--- src/rtl/led_rate_generator_if.sv ---
// Pushbutton inputs and rate/status outputs of led_rate_generator.
// master: the driving side (board pins / testbench).
// slave:  led_rate_generator itself.
interface led_rate_generator_if #(
  parameter int LEVELS = 8
);
  localparam int LW = (LEVELS > 1) ? $clog2(LEVELS) : 1;

  logic          key_faster_n;
  logic          key_slower_n;
  logic          key_pause_n;
  logic          tick;
  logic          slow_clk;
  logic [LW-1:0] rate_level;
  logic          paused;

  modport master (
    output key_faster_n,
    output key_slower_n,
    output key_pause_n,
    input  tick,
    input  slow_clk,
    input  rate_level,
    input  paused
  );

  modport slave (
    input  key_faster_n,
    input  key_slower_n,
    input  key_pause_n,
    output tick,
    output slow_clk,
    output rate_level,
    output paused
  );
endinterface

--- src/rtl/led_rate_generator.sv ---
// led_rate_generator: divides clk into a one-cycle tick strobe and a 50%
// duty slow_clk for led_controller. Three raw active-low pushbuttons are
// synchronised and debounced; they step the rate up/down and pause/resume.
// Optional macro LED_RATE_WRAP_EN: level stepping wraps around at both
// ends instead of saturating.
module led_rate_generator #(
  parameter int BASE_DIV        = 25_000_000,
  parameter int LEVELS          = 8,
  parameter int DEBOUNCE_CYCLES = 1_000_000
) (
  input logic                 clk,
  input logic                 reset_n,
  led_rate_generator_if.slave bus
);

  localparam int LW    = (LEVELS > 1) ? $clog2(LEVELS) : 1;
  // Counter holds 0..BASE_DIV-1; divisor values need one extra bit so a
  // power-of-two BASE_DIV is representable.
  localparam int CW    = (BASE_DIV > 1) ? $clog2(BASE_DIV) : 1;
  localparam int DBW   = (DEBOUNCE_CYCLES > 1) ? $clog2(DEBOUNCE_CYCLES) : 1;
  localparam int NKEYS = 3;

  localparam int KEY_FASTER = 0;
  localparam int KEY_SLOWER = 1;
  localparam int KEY_PAUSE  = 2;

  localparam logic [CW:0]     BASE_W    = (CW + 1)'(BASE_DIV);
  localparam logic [LW-1:0]   TOP_LEVEL = LW'(LEVELS - 1);
  localparam logic [DBW-1:0]  DEB_LAST  = DBW'(DEBOUNCE_CYCLES - 1);

  typedef enum logic {
    RUN    = 1'b0,
    PAUSED = 1'b1
  } state_t;

  // ---------------------------------------------------------------------
  // Key path: synchroniser, debouncer and press detector per key
  // ---------------------------------------------------------------------
  logic [NKEYS-1:0] key_raw;
  logic [NKEYS-1:0] key_press;

  assign key_raw[KEY_FASTER] = bus.key_faster_n;
  assign key_raw[KEY_SLOWER] = bus.key_slower_n;
  assign key_raw[KEY_PAUSE]  = bus.key_pause_n;

  generate
    for (genvar gi = 0; gi < NKEYS; gi++) begin : g_key
      logic           sync1_reg;
      logic           sync2_reg;
      logic           deb_reg;
      logic           press_reg;
      logic [DBW-1:0] cnt_reg;
      logic           differ;
      logic           accept;

      assign differ = (sync2_reg != deb_reg);
      // The synchronised level has disagreed long enough to be believed.
      assign accept = differ && (cnt_reg == DEB_LAST);

      // Synchronise the raw key, debounce it, and pulse once on a debounced press
      always_ff @(posedge clk) begin
        if (!reset_n) begin
          sync1_reg <= 1'b1;
          sync2_reg <= 1'b1;
          deb_reg   <= 1'b1;
          cnt_reg   <= '0;
          press_reg <= 1'b0;
        end else begin
          sync1_reg <= key_raw[gi];
          sync2_reg <= sync1_reg;
          // Registered together with the debounced update so the action
          // lands on the very next edge; only 1->0 counts as a press.
          press_reg <= accept && deb_reg;
          if (!differ) begin
            cnt_reg <= '0;
          end else if (accept) begin
            deb_reg <= sync2_reg;
            cnt_reg <= '0;
          end else begin
            cnt_reg <= cnt_reg + 1'b1;
          end
        end
      end

      assign key_press[gi] = press_reg;
    end
  endgenerate

  logic ev_faster;
  logic ev_slower;
  logic ev_pause;

  assign ev_faster = key_press[KEY_FASTER];
  assign ev_slower = key_press[KEY_SLOWER];
  assign ev_pause  = key_press[KEY_PAUSE];

  // ---------------------------------------------------------------------
  // Rate level stepping
  // ---------------------------------------------------------------------
  state_t        state_reg;
  logic [LW-1:0] level_reg;
  logic [LW-1:0] level_next;
  logic          level_change;
  logic [CW-1:0] count_reg;
  logic          tick_reg;
  logic          slow_clk_reg;
  logic          paused_reg;

  // Next rate level from the press events; simultaneous up/down cancel out
  always_comb begin
    level_next = level_reg;
    if (ev_faster && !ev_slower) begin
      if (level_reg == TOP_LEVEL) begin
`ifdef LED_RATE_WRAP_EN
        level_next = '0;
`else
        level_next = level_reg;
`endif
      end else begin
        level_next = level_reg + 1'b1;
      end
    end else if (ev_slower && !ev_faster) begin
      if (level_reg == '0) begin
`ifdef LED_RATE_WRAP_EN
        level_next = TOP_LEVEL;
`else
        level_next = level_reg;
`endif
      end else begin
        level_next = level_reg - 1'b1;
      end
    end
  end

  // A saturated press leaves the level untouched and must not restart
  // the period, so the clear is keyed on an actual change.
  assign level_change = (level_next != level_reg);

  // ---------------------------------------------------------------------
  // Divider
  // ---------------------------------------------------------------------
  logic [CW:0] divisor;
  logic [CW:0] last_count;
  logic        terminal;

  assign divisor    = BASE_W >> level_reg;
  assign last_count = divisor - 1'b1;
  assign terminal   = ({1'b0, count_reg} == last_count);

  // RUN/PAUSED state machine with divide counter and registered outputs
  always_ff @(posedge clk) begin
    if (!reset_n) begin
      state_reg    <= RUN;
      level_reg    <= '0;
      count_reg    <= '0;
      tick_reg     <= 1'b0;
      slow_clk_reg <= 1'b0;
      paused_reg   <= 1'b0;
    end else begin
      level_reg <= level_next;
      tick_reg  <= 1'b0;
      case (state_reg)
        RUN: begin
          if (level_change) begin
            count_reg <= '0;
          end else if (terminal) begin
            // A pause arriving on terminal count still gets this tick.
            count_reg    <= '0;
            tick_reg     <= 1'b1;
            slow_clk_reg <= ~slow_clk_reg;
          end else begin
            count_reg <= count_reg + 1'b1;
          end
          if (ev_pause) begin
            state_reg  <= PAUSED;
            paused_reg <= 1'b1;
          end
        end
        PAUSED: begin
          // Count is frozen; only a rate change may reset it.
          if (level_change) begin
            count_reg <= '0;
          end
          if (ev_pause) begin
            state_reg  <= RUN;
            paused_reg <= 1'b0;
          end
        end
        default: begin
          state_reg  <= RUN;
          paused_reg <= 1'b0;
        end
      endcase
    end
  end

  assign bus.tick       = tick_reg;
  assign bus.slow_clk   = slow_clk_reg;
  assign bus.rate_level = level_reg;
  assign bus.paused     = paused_reg;

endmodule

--- src/flat_wrapper.sv ---
// flat-port wrapper written by rule: the top's interface ports become plain ports
module led_rate_generator_flat 
#(
  parameter int BASE_DIV        = 25_000_000,
  parameter int LEVELS          = 8,
  parameter int DEBOUNCE_CYCLES = 1_000_000
)
  (clk, reset_n, bus_key_faster_n, bus_key_slower_n, bus_key_pause_n, bus_tick, bus_slow_clk, bus_rate_level, bus_paused);
  led_rate_generator_if #(.LEVELS(LEVELS)) bus_i ();
  input logic clk;
  input logic reset_n;
  input wire logic [$bits(bus_i.key_faster_n)-1:0] bus_key_faster_n;
  input wire logic [$bits(bus_i.key_slower_n)-1:0] bus_key_slower_n;
  input wire logic [$bits(bus_i.key_pause_n)-1:0] bus_key_pause_n;
  output wire logic [$bits(bus_i.tick)-1:0] bus_tick;
  output wire logic [$bits(bus_i.slow_clk)-1:0] bus_slow_clk;
  output wire logic [$bits(bus_i.rate_level)-1:0] bus_rate_level;
  output wire logic [$bits(bus_i.paused)-1:0] bus_paused;
  assign bus_i.key_faster_n = bus_key_faster_n;
  assign bus_i.key_slower_n = bus_key_slower_n;
  assign bus_i.key_pause_n = bus_key_pause_n;
  assign bus_tick = bus_i.tick;
  assign bus_slow_clk = bus_i.slow_clk;
  assign bus_rate_level = bus_i.rate_level;
  assign bus_paused = bus_i.paused;
  led_rate_generator #(.BASE_DIV(BASE_DIV), .LEVELS(LEVELS), .DEBOUNCE_CYCLES(DEBOUNCE_CYCLES)) u_core (.clk(clk), .reset_n(reset_n), .bus(bus_i));
endmodule
--- config.mk ---
export PLATFORM = sky130hd
export DESIGN_NAME = led_rate_generator_flat
export DESIGN_NICKNAME = d
export VERILOG_FILES = /design/src/rtl/led_rate_generator_if.sv /design/src/rtl/led_rate_generator.sv /design/src/flat_wrapper.sv
export SDC_FILE = /design/constraint.sdc
export NUM_CORES = 1
export LEC_CHECK = 0
export ABC_AREA = 1
export BUFFER_PORTS_ARGS = -buffer_cell sky130_fd_sc_hd__buf_2
export CAP_MARGIN = 10
export CORE_MARGIN = 2
export CORE_UTILIZATION = 48
export CTS_BUF_LIST = sky130_fd_sc_hd__clkbuf_4
export DETAILED_ROUTE_END_ITERATION = 6
export PLACE_DENSITY = 0.66
export SETUP_SLACK_MARGIN = 0.02
export SYNTH_ARGS = -nofsm -noshare
export SYNTH_HDL_FRONTEND = slang
export SYNTH_SLANG_ARGS = --single-unit
export TNS_END_PERCENT = 5
--- constraint.sdc ---
create_clock -name clk -period 2.3 [get_ports clk]
set_input_delay 0.345 -clock clk [delete_from_list [all_inputs] [get_ports clk]]
set_output_delay 0.345 -clock clk [all_outputs]
set_load 0.1 [all_outputs]
=== Word level (Yosys, flattened, before mapping) ===
Index checks and enable logic that the tools add are counted.

* Add/sub/neg operators: 7
* Equal/unequal tests: 12
* Shift-type cells: 1
* Muxes and demuxes: 15
* Bitwise gates (word level): 7
* Reductions and logical operators: 20

{| class="wikitable"
|+ Operators with widths
! kind !! count
|-
| $mux 25 || 3
|-
| $add 20x1->20 const B || 3
|-
| $eq 20x20->1 const B || 3
|-
| $pmux 25 s2 || 1
|-
| $eq 25x26->1 || 1
|-
| $shr 25x3->26 const A || 1
|-
| $sub 26x1->26 const B || 1
|-
| $add 25x1->25 const B || 1
|-
| $mux 3 || 4
|-
| $reduce_or 3->1 || 4
|-
| $logic_and 1x1->1 || 8
|-
| $reduce_and 2->1 || 4
|-
| $not 1->1 || 7
|-
| $mux 1 || 5
|-
| $ne 2x1->1 const B || 2
|-
| $pmux 1 s2 || 2
|-
| $add 3x1->3 const B || 1
|-
| $eq 3x3->1 const B || 1
|-
| $logic_not 3->1 || 1
|-
| $ne 1x1->1 || 3
|-
| $ne 3x3->1 || 1
|-
| $reduce_and 3->1 || 1
|-
| $sub 3x1->3 const B || 1
|-
| $logic_not 1->1 || 2
|-
| $ne 2x2->1 const B || 1
|}

* Register bits: 104
* Input port bits: 5
* Output and inout bits: 6
* Logic and storage cells: 83

=== Depth between registers and ports, before layout ===
Gate-level depths: netlist of the first run.

* Depth after elaboration: 7
* Gate-level depth with buffers: 19

=== Worst setup path before layout of the first run ===
OpenSTA, ideal clock, no wires.

* Path kind: register to register
* Start: register u_core.level_reg[0] (netlist: u_core.bus.rate_level[0])
* End: register u_core.count_reg[15]
* Library setup time: 0.135 ns
* Arrival: 3.126 ns
* Slack: -0.962 ns
* Stages on the path, launching flop included: 16
* Clock period less this slack: 3.262 ns
* Cell sequence: dfxtp_1 > buf_2 > inv_1 > ha_1 > nand2_1 > ha_1 > nand2_1 > nor2_4 > nand2_1 > nand3_1 > nand3_1 > nor2_2 > nand4_4 > buf_6 > nand3_2 > a21oi_1

* Word-level cells in the longest chain between the ends: 7

{| class="wikitable"
|+ RTL lines
! element !! line !! text
|-
| start, declared || led_rate_generator.sv:101 || <nowiki>logic [LW-1:0] level_reg;</nowiki>
|-
| start signal, assigned || led_rate_generator.sv:160 || <nowiki>level_reg <= level_next;</nowiki>
|-
| parallel branches: the longest is 7 deep, another holds $sub 26x1->26 || -- ||
|-
| end signal, assigned || led_rate_generator.sv:172 || <nowiki>count_reg <= count_reg + 1'b1;</nowiki>
|-
| end, declared || led_rate_generator.sv:104 || <nowiki>logic [CW-1:0] count_reg;</nowiki>
|}

Parallel ways; which one is timed is not known.
A chain may end at the register's enable or synchronous reset.

=== Final worst setup path of the first run ===
* Start: register u_core.level_reg[0] (netlist: u_core.bus.rate_level[0])
* End: register u_core.count_reg[24]

Same word-level chain as after synthesis.

==> impl_summary.txt, run 1 <==
----------------------------------------------------
[Final layout]
  Flip-flop count of the largest register, all copies and words added ... 60
  Post-layout net count ... 983
  Area overhead of the layout relative to synthesis ... 11.4%
  Share of final-layout standard cells stronger than drive strength 1 ... 0.146
  Antenna Diode Count ... 0

[CTS]
  TritonCTS clock tree ... done
  Clock-pin transition on the worst setup and hold timing paths ... 0.16 ns
  Clock root cell ... sky130_fd_sc_hd__clkbuf_4
  Sinks on Clock Net ... 104
  Total number of H-tree levels ... 3
  TritonCTS Buffers ... 9
  Clock latency at the later pin of the worst-skew pair ... 0.48 ns
  Number of buffers on the longest clock path ... 2

[Floorplan]
  Boundary Pins ... 11
  FP Rows ... 41
  Starting utilization of the core area ... 0.491
  Core area ... 12600 um^2
  Horizontal extent of the die ... 117 um
  Die boundary height ... 117 um
  Area of the die ... 13800 um^2

[Critical path]
  Arrival time worst endpoint ... 2.65 ns
  Launching element of the worst setup path ... u_core.bus.rate_level[0]
  Worst Path Required ... 2.66 ns
  Launch point of the worst reg-to-reg path ... u_core.bus.rate_level[0]
  Critical path start-end classification ... reg2reg
  Nature of the critical path startpoint ... register
  Largest driver fanout on the critical path ... 25
  Crit. End Element ... register

[Routing]
  Detail-routed via count per cell ... 4.93
  First-pass detailed-route iteration total ... 5
  Number of vias after detailed routing ... 5602
  DRT antenna net count ... 0
  Wire per inst ... 11.8 um
  Number of remaining DRC errors ... 0
  Total detailed-routing wirelength ... 13.5 mm
  Initial DRC count ... 270

[STA]
  Highest attainable clock frequency ... 438 MHz
  Normalized max-slew margin ... 0.628
  Transition time at the pin with the least slew margin ... 0.557 ns
  Count of pins over their slew limit ... 0
  Number of failing setup endpoints in the final timing report ... 0
  Summed negative setup slack over all endpoints ... 0 ns
  Number of hold violations in the final report ... 0
  Hold slack final ... 0.0491 ns
  Portion of the clock cycle consumed by the worst path in the final layout ... 0.994
  Final worst path period need ... 2.29 ns
  Setup skew after layout ... 0.0190 ns
  Unrepaired setup endpoints after global routing ... yes

[Power]
  Ratio of total power to cell area ... 398 nW/um^2
  Total power after layout ... 2730 uW
  Leak ... 0.00289 uW
  Peak supply drop ... 0.347 mV

[Status]
  Run status ... finished clean

[Logic synthesis]
  Ys Warns ... 0
  Post-Syn Nets ... 948
  Post-synth top cells ... 230 x sky130_fd_sc_hd__nand2_1, 128 x sky130_fd_sc_hd__inv_1, 104 x sky130_fd_sc_hd__dfxtp_1
  Biggest area contributors in the synthesized netlist ... sky130_fd_sc_hd__dfxtp_1 34%, sky130_fd_sc_hd__nand2_1 14%, sky130_fd_sc_hd__inv_1 7.8%
  Number of distinct library cells after synthesis ... 40
  Sequential share of the synthesized area ... 0.338
  Average footprint of a synthesized cell ... 6.67 um^2
  Cell taking the most area after synthesis ... sky130_fd_sc_hd__dfxtp_1
  Top-count cell post-synth ... sky130_fd_sc_hd__nand2_1
  Post-Synthesis Cell Area ... 6170 um^2
  Flop and latch count out of synthesis ... 104
  Top_reg_cell synth ... sky130_fd_sc_hd__dfxtp_1
  FFs w/ async S/R, synth ... 0
  EDFF count, synth ... 0
  Post-Synthesis Cells ... 925
  Portion of synthesized cell area occupied by the leading cell type ... 0.338

[Place]
  DP HPWL ... 10.2 mm
  Global placer's final weighted congestion ... 0.888
  Quantity of I/O buffers inserted on ports ... 10

[GRT]
  Global-route wire length before repair ... 22.9 mm
  Pin count of the biggest net entering global routing ... 26
  Total routing usage reported by global routing ... 0.199
  Grt total ovfl ... 0
  Number of antenna violations at the first check in global routing ... 0
  Vias in the first global route ... 4927

[Worst hold path]
  Worst hold start ... bus_key_slower_n
  Worst hold path type ... in2reg

[Flow run]
  Max-cap check violation count ... 0

----------------------------------------------------
[routing by layer]
layer / share of wire / wire length, um / vias up / GRT usage
met3: 0.030 / 405 / 18 / 0.0350
met5: 0 / 0 / - / 0
li1: - / - / 3016 / -
met2: 0.46 / 6140 / 87 / 0.318
met1: 0.49 / 6620 / 2481 / 0.274
met4: 0.021 / 285 / 0 / 0.0655
[cell families (layout without fill, tap and decap cells)]
group / Yosys count / count (layout) / synth area share
AND/OR/NAND/NOR: 518 / 518 / 0.392
buffers and inverters: 155 / 195 / 0.103
flip-flops: 104 / 104 / 0.338
AO/OA/AOI/OAI: 100 / 100 / 0.0887
XOR/XNOR: 30 / 30 / 0.0426
adder cells (fa/ha/maj): 18 / 18 / 0.0365
[cell usage in the layout, fill, tap and decap left out, drive strengths merged]
master       synthesis  routed
nand2              237     237
inv                131     131
nor2               107     107
dfxtp              104     104
nand3               83      83
a21oi               59      59
buf                 13      47
nor3                38      38
o21ai               30      30
nand4               24      24
xor2                22      22
ha                  18      18
clkbuf              11      11
or2                 10      10
nor3b               10      10
xnor2                8       8
nor4                 5       5
o21a                 4       4
o211ai               3       3
clkinv               0       3
clkinvlp             0       2
nand3b               2       2
and3                 1       1
o21bai               1       1
nor4b                1       1
a211oi               1       1
a31o                 1       1
a31oi                1       1
dlygate4sd3          0       1
[per-stage QoR]
| step | instance area [um^2] | std cells | setup WS [ns] | util |
|---|---|---|---|---|
| global route | 6870 | 1137 | -0.162 | 0.546 |
| finish | 6870 | 1137 | 0.0149 | 0.546 |
| CTS | 6810 | 1136 | 0.00924 | 0.542 |
| floorplan | 6220 | 925 | -0.240 | - |
| global placement | 6650 | 1117 | 0.0104 | 0.529 |
| detailed placement | 6650 | 1117 | -0.00910 | 0.529 |
[path summary, 6_finish.rpt]
path,slack [ns],to,cells after the start
setup / recovery,0.01,u_core.count_reg[24],14
hold / removal,0.05,u_core.g_key[1].sync1_reg,2
setup reg to reg,0.01,u_core.count_reg[24],14
hold reg to reg,0.44,u_core.g_key[1].sync2_reg,1
[worst max-delay path, cell delays in order (launching register included)]
cell	delay, ns
sky130_fd_sc_hd__dfxtp_4	0.41
sky130_fd_sc_hd__clkinvlp_4	0.16
sky130_fd_sc_hd__ha_4	0.22
sky130_fd_sc_hd__ha_1	0.21
sky130_fd_sc_hd__nand2_1	0.07
sky130_fd_sc_hd__nand2_1	0.05
sky130_fd_sc_hd__nor2_1	0.12
sky130_fd_sc_hd__nand2_1	0.10
sky130_fd_sc_hd__nor2_2	0.13
sky130_fd_sc_hd__nand3_2	0.11
sky130_fd_sc_hd__nor2_4	0.15
sky130_fd_sc_hd__nand4_4	0.12
sky130_fd_sc_hd__buf_12	0.18
sky130_fd_sc_hd__nand3_1	0.08
sky130_fd_sc_hd__a21oi_1	0.06
[power breakdown]
part	total, uW	internal (uW)	switching, uW
Combinational	62.9	23.8	39.1
Sequential	1820	1810	9.53
Clock	850	248	602
Total	2730	2080	650
[what timing repair did]
action | 4_1_cts | 5_1_grt
pin swaps | 3 | 6
buffers inserted | 2 | 1
endpoints found under the hold margin | 1 | 0
gates resized for setup | 5 | 15
setup endpoints to repair | 26 | 28
hold buffers | 1 | 0
[cell type report]
cell class                      instances  area (um^2)
Fill cell                            1253         5700
Multi-Input combinational cell        666         3550
Sequential cell                       104         2090
Inverter                              131          495
Timing Repair Buffer                   48          400
Tap cell                              172          215
Clock buffer                           11         82.6
Clock inverter                          5         33.8
No activity file was read; power rests on OpenSTA's default activity.
==> run 2, diff against run 1 <==
Settings changed: GPL_TIMING_DRIVEN set to 0, HOLD_SLACK_MARGIN set to 0.12.
==> impl_summary.txt, run 2 (same netlist as run 1, synthesis figures left out) <==
----------------------------------------------------
[Status]
  Run status ... finished with violations
  Violated checks ... setup timing

[CTS]
  Total number of H-tree levels ... 3 (unchanged)
  Number of buffers on the longest clock path ... 2 (unchanged)
  Clock root cell ... sky130_fd_sc_hd__clkbuf_4
  TritonCTS Buffers ... 9 (unchanged)
  Sinks on Clock Net ... 104 (unchanged)
  Clock latency at the later pin of the worst-skew pair ... 0.49 ns (about the same)
  TritonCTS clock tree ... done
  Clock-pin transition on the worst setup and hold timing paths ... 0.16 ns (about the same)

[Floorplan]
  Boundary Pins ... 11 (unchanged)
  Horizontal extent of the die ... 117 um (unchanged)
  FP Rows ... 41 (unchanged)
  Starting utilization of the core area ... 0.491 (unchanged)
  Core area ... 12600 um^2 (unchanged)
  Area of the die ... 13800 um^2 (unchanged)
  Die boundary height ... 117 um (unchanged)

[Final layout]
  Area of combinational cells with multiple inputs ... 3640 um^2 (+2.7%)
  Flip-flop count of the largest register, all copies and words added ... 60 (unchanged)
  Number of fill cells ... 1277 (+1.9%)
  Area overhead of the layout relative to synthesis ... 13.7%
  Flip-flop and latch area ... 2090 um^2 (about the same)
  Final core utilization ... 0.558 (+0.0115)
  Area of all placed cells without fillers ... 7010 um^2 (+2.1%)
  Post-layout net count ... 994 (+1.1%)
  Share of final-layout standard cells stronger than drive strength 1 ... 0.165 (+0.0188)
  Most common cell after layout, fill and taps aside ... sky130_fd_sc_hd__nand2_1
  Final instance count without filler cells ... 1148 (+0.97%)
  Antenna Diode Count ... 0 (unchanged)
  Commonest cells after routing, fill and taps aside ... 223 x sky130_fd_sc_hd__nand2_1, 124 x sky130_fd_sc_hd__inv_1, 100 x sky130_fd_sc_hd__dfxtp_1, 90 x sky130_fd_sc_hd__nor2_1, 62 x sky130_fd_sc_hd__nand3_1

[GRT]
  Number of antenna violations at the first check in global routing ... 0 (unchanged)
  Vias in the first global route ... 5151 (+4.5%)
  Total routing usage reported by global routing ... 0.215 (+0.0161)
  Global-route wire length before repair ... 24.5 mm (+6.9%)
  Grt total ovfl ... 0 (unchanged)
  Pin count of the biggest net entering global routing ... 19 (-27%)

[STA]
  Setup skew after layout ... 0.0155 ns (-0.00350 ns)
  Count of pins over their slew limit ... 0 (unchanged)
  Portion of the clock cycle consumed by the worst path in the final layout ... 1.13 (+0.141)
  Normalized max-slew margin ... 0.493 (-0.135)
  Unrepaired setup endpoints after global routing ... yes
  Final worst setup slack ... -0.309 ns (-0.324 ns)
  Number of hold violations in the final report ... 0 (unchanged)
  Highest attainable clock frequency ... 383 MHz (-12%)
  Final worst path period need ... 2.61 ns (+0.324 ns)
  Number of failing setup endpoints in the final timing report ... 27 (+27)
  Transition time at the pin with the least slew margin ... 0.760 ns (+0.203 ns)

[Worst hold path]
  Worst hold path cell count ... 3 (+1)
  Worst hold path type ... in2reg

[Critical path]
  Depth of the worst register-to-register path ... 16 (+2)
  Critical path start-end classification ... reg2reg
  Largest driver fanout on the critical path ... 8 (-68%)
  Arrival time worst endpoint ... 2.96 ns (+0.31 ns)
  Crit. End Element ... register
  Worst Path Required ... 2.65 ns (about the same)
  Nature of the critical path startpoint ... register

[Power]
  Sw Pwr ... 710 uW (+9.2%)
  Ratio of total power to cell area ... 397 nW/um^2 (-0.27%)
  Part of the power in registers ... 0.655 (-0.011)
  Leak ... 0.00294 uW (+1.6%)
  Clock power share ... 0.321 (+0.010)
  Logic gate share of total power ... 0.024 (about the same)
  Peak supply drop ... 0.398 mV (+15%)
  Switching share of total power ... 0.255 (+0.0173)
  P_int ... 2070 uW (-0.48%)

[Place]
  Quantity of I/O buffers inserted on ports ... 9 (-1)
  DP Cell Count ... 1106 (-0.98%)
  DP HPWL ... 10.6 mm (+3.1%)
  Global placer's final weighted congestion ... 0.994 (+12%)
  Area after DPL ... 6480 um^2 (-2.6%)

[Flow run]
  Max-cap check violation count ... 0 (unchanged)

[Routing]
  Number of remaining DRC errors ... 0 (unchanged)
  Total detailed-routing wirelength ... 14.5 mm (+8.1%)
  Initial DRC count ... 316 (+17%)
  DRT antenna net count ... 0 (unchanged)
  Wire per inst ... 12.7 um (+7.1%)
  Number of vias after detailed routing ... 5744 (+2.5%)
  First-pass detailed-route iteration total ... 5 (unchanged)
  Detail-routed via count per cell ... 5.00 (+1.6%)

----------------------------------------------------
run 2: power groups by stage:
| stage | Sequential, uW | Clock (uW) | Combinational [uW] |
|---|---|---|---|
| after floorplan | 1860 | 0 | 42.2 |
| after global placement | 1860 | 0 | 59.9 |
| after detailed placement | 1860 | 0 | 60.6 |
| after CTS | 1820 | 929 | 64.6 |
| after global routing | 1820 | 1020 | 76.4 |
| final | 1820 | 894 | 67.0 |
run 2: path summary, 6_finish.rpt:
check	start	to	slack, ns
max	u_core.bus.rate_level[0]	u_core.count_reg[24]	-0.31
min	reset_n	u_core.count_reg[20]	0.29
max reg2reg	u_core.bus.rate_level[0]	u_core.count_reg[24]	-0.31
min reg2reg	u_core.g_key[2].cnt_reg[0]	u_core.g_key[2].cnt_reg[0]	0.43
run 2: critical path: stages (launching register included):
cell and delay [ns]:
sky130_fd_sc_hd__dfxtp_4 0.39, sky130_fd_sc_hd__buf_8 0.10, sky130_fd_sc_hd__clkinvlp_4 0.16, sky130_fd_sc_hd__ha_4 0.22
sky130_fd_sc_hd__buf_4 0.12, sky130_fd_sc_hd__buf_4 0.13, sky130_fd_sc_hd__nand2_1 0.07, sky130_fd_sc_hd__nand2_2 0.09
sky130_fd_sc_hd__nor2_4 0.14, sky130_fd_sc_hd__nand2_1 0.08, sky130_fd_sc_hd__nand2_1 0.08, sky130_fd_sc_hd__nand2_2 0.08
sky130_fd_sc_hd__nor3_4 0.23, sky130_fd_sc_hd__nand4_4 0.26, sky130_fd_sc_hd__buf_6 0.23, sky130_fd_sc_hd__nand3_2 0.05
sky130_fd_sc_hd__a21oi_1 0.05
run 2: through the flow:
step	setup TNS [ns]	power (uW)	worst slack, ns	hold WS, ns
floorplan	-5.10	1900	-0.240	0.393
global placement	-10.87	1920	-0.466	0.397
finish	-7.30	2780	-0.309	0.295
detailed placement	-10.89	1920	-0.468	0.399
CTS	-5.18	2810	-0.239	0.284
global route	-11.62	2920	-0.476	0.309
run 2: layout make-up:
| type | instances | area share |
|---|---|---|
| clock inverters | 7 | 0.00803 |
| inverters | 131 | 0.0712 |
| plain buffers | 24 | 0.0230 |
| clock buffers | 9 | 0.00963 |
| flip-flops and latches | 104 | 0.298 |
| repair buffers | 35 | 0.0394 |
| multi-input cells | 666 | 0.520 |
| well taps | 172 | 0.0307 |
run 2: repair_timing:
| action | 4_1_cts | 5_1_grt |
|---|---|---|
| hold endpoints to repair | 3 | 0 |
| setup buffers | 18 | 4 |
| hold buffers | 3 | 0 |
| endpoints found under the setup margin | 27 | 42 |
| cloned | 2 | 0 |
| pin swaps | 9 | 19 |
| gates resized for setup | 20 | 34 |
run 2: layer usage:
layer  vias up  track usage  part of all wire
li1       3054            -                 -
met1      2557        0.301              0.49
met2       105        0.325              0.44
met3        28       0.0375             0.044
met4         0       0.0956             0.023
met5         -            0                 0
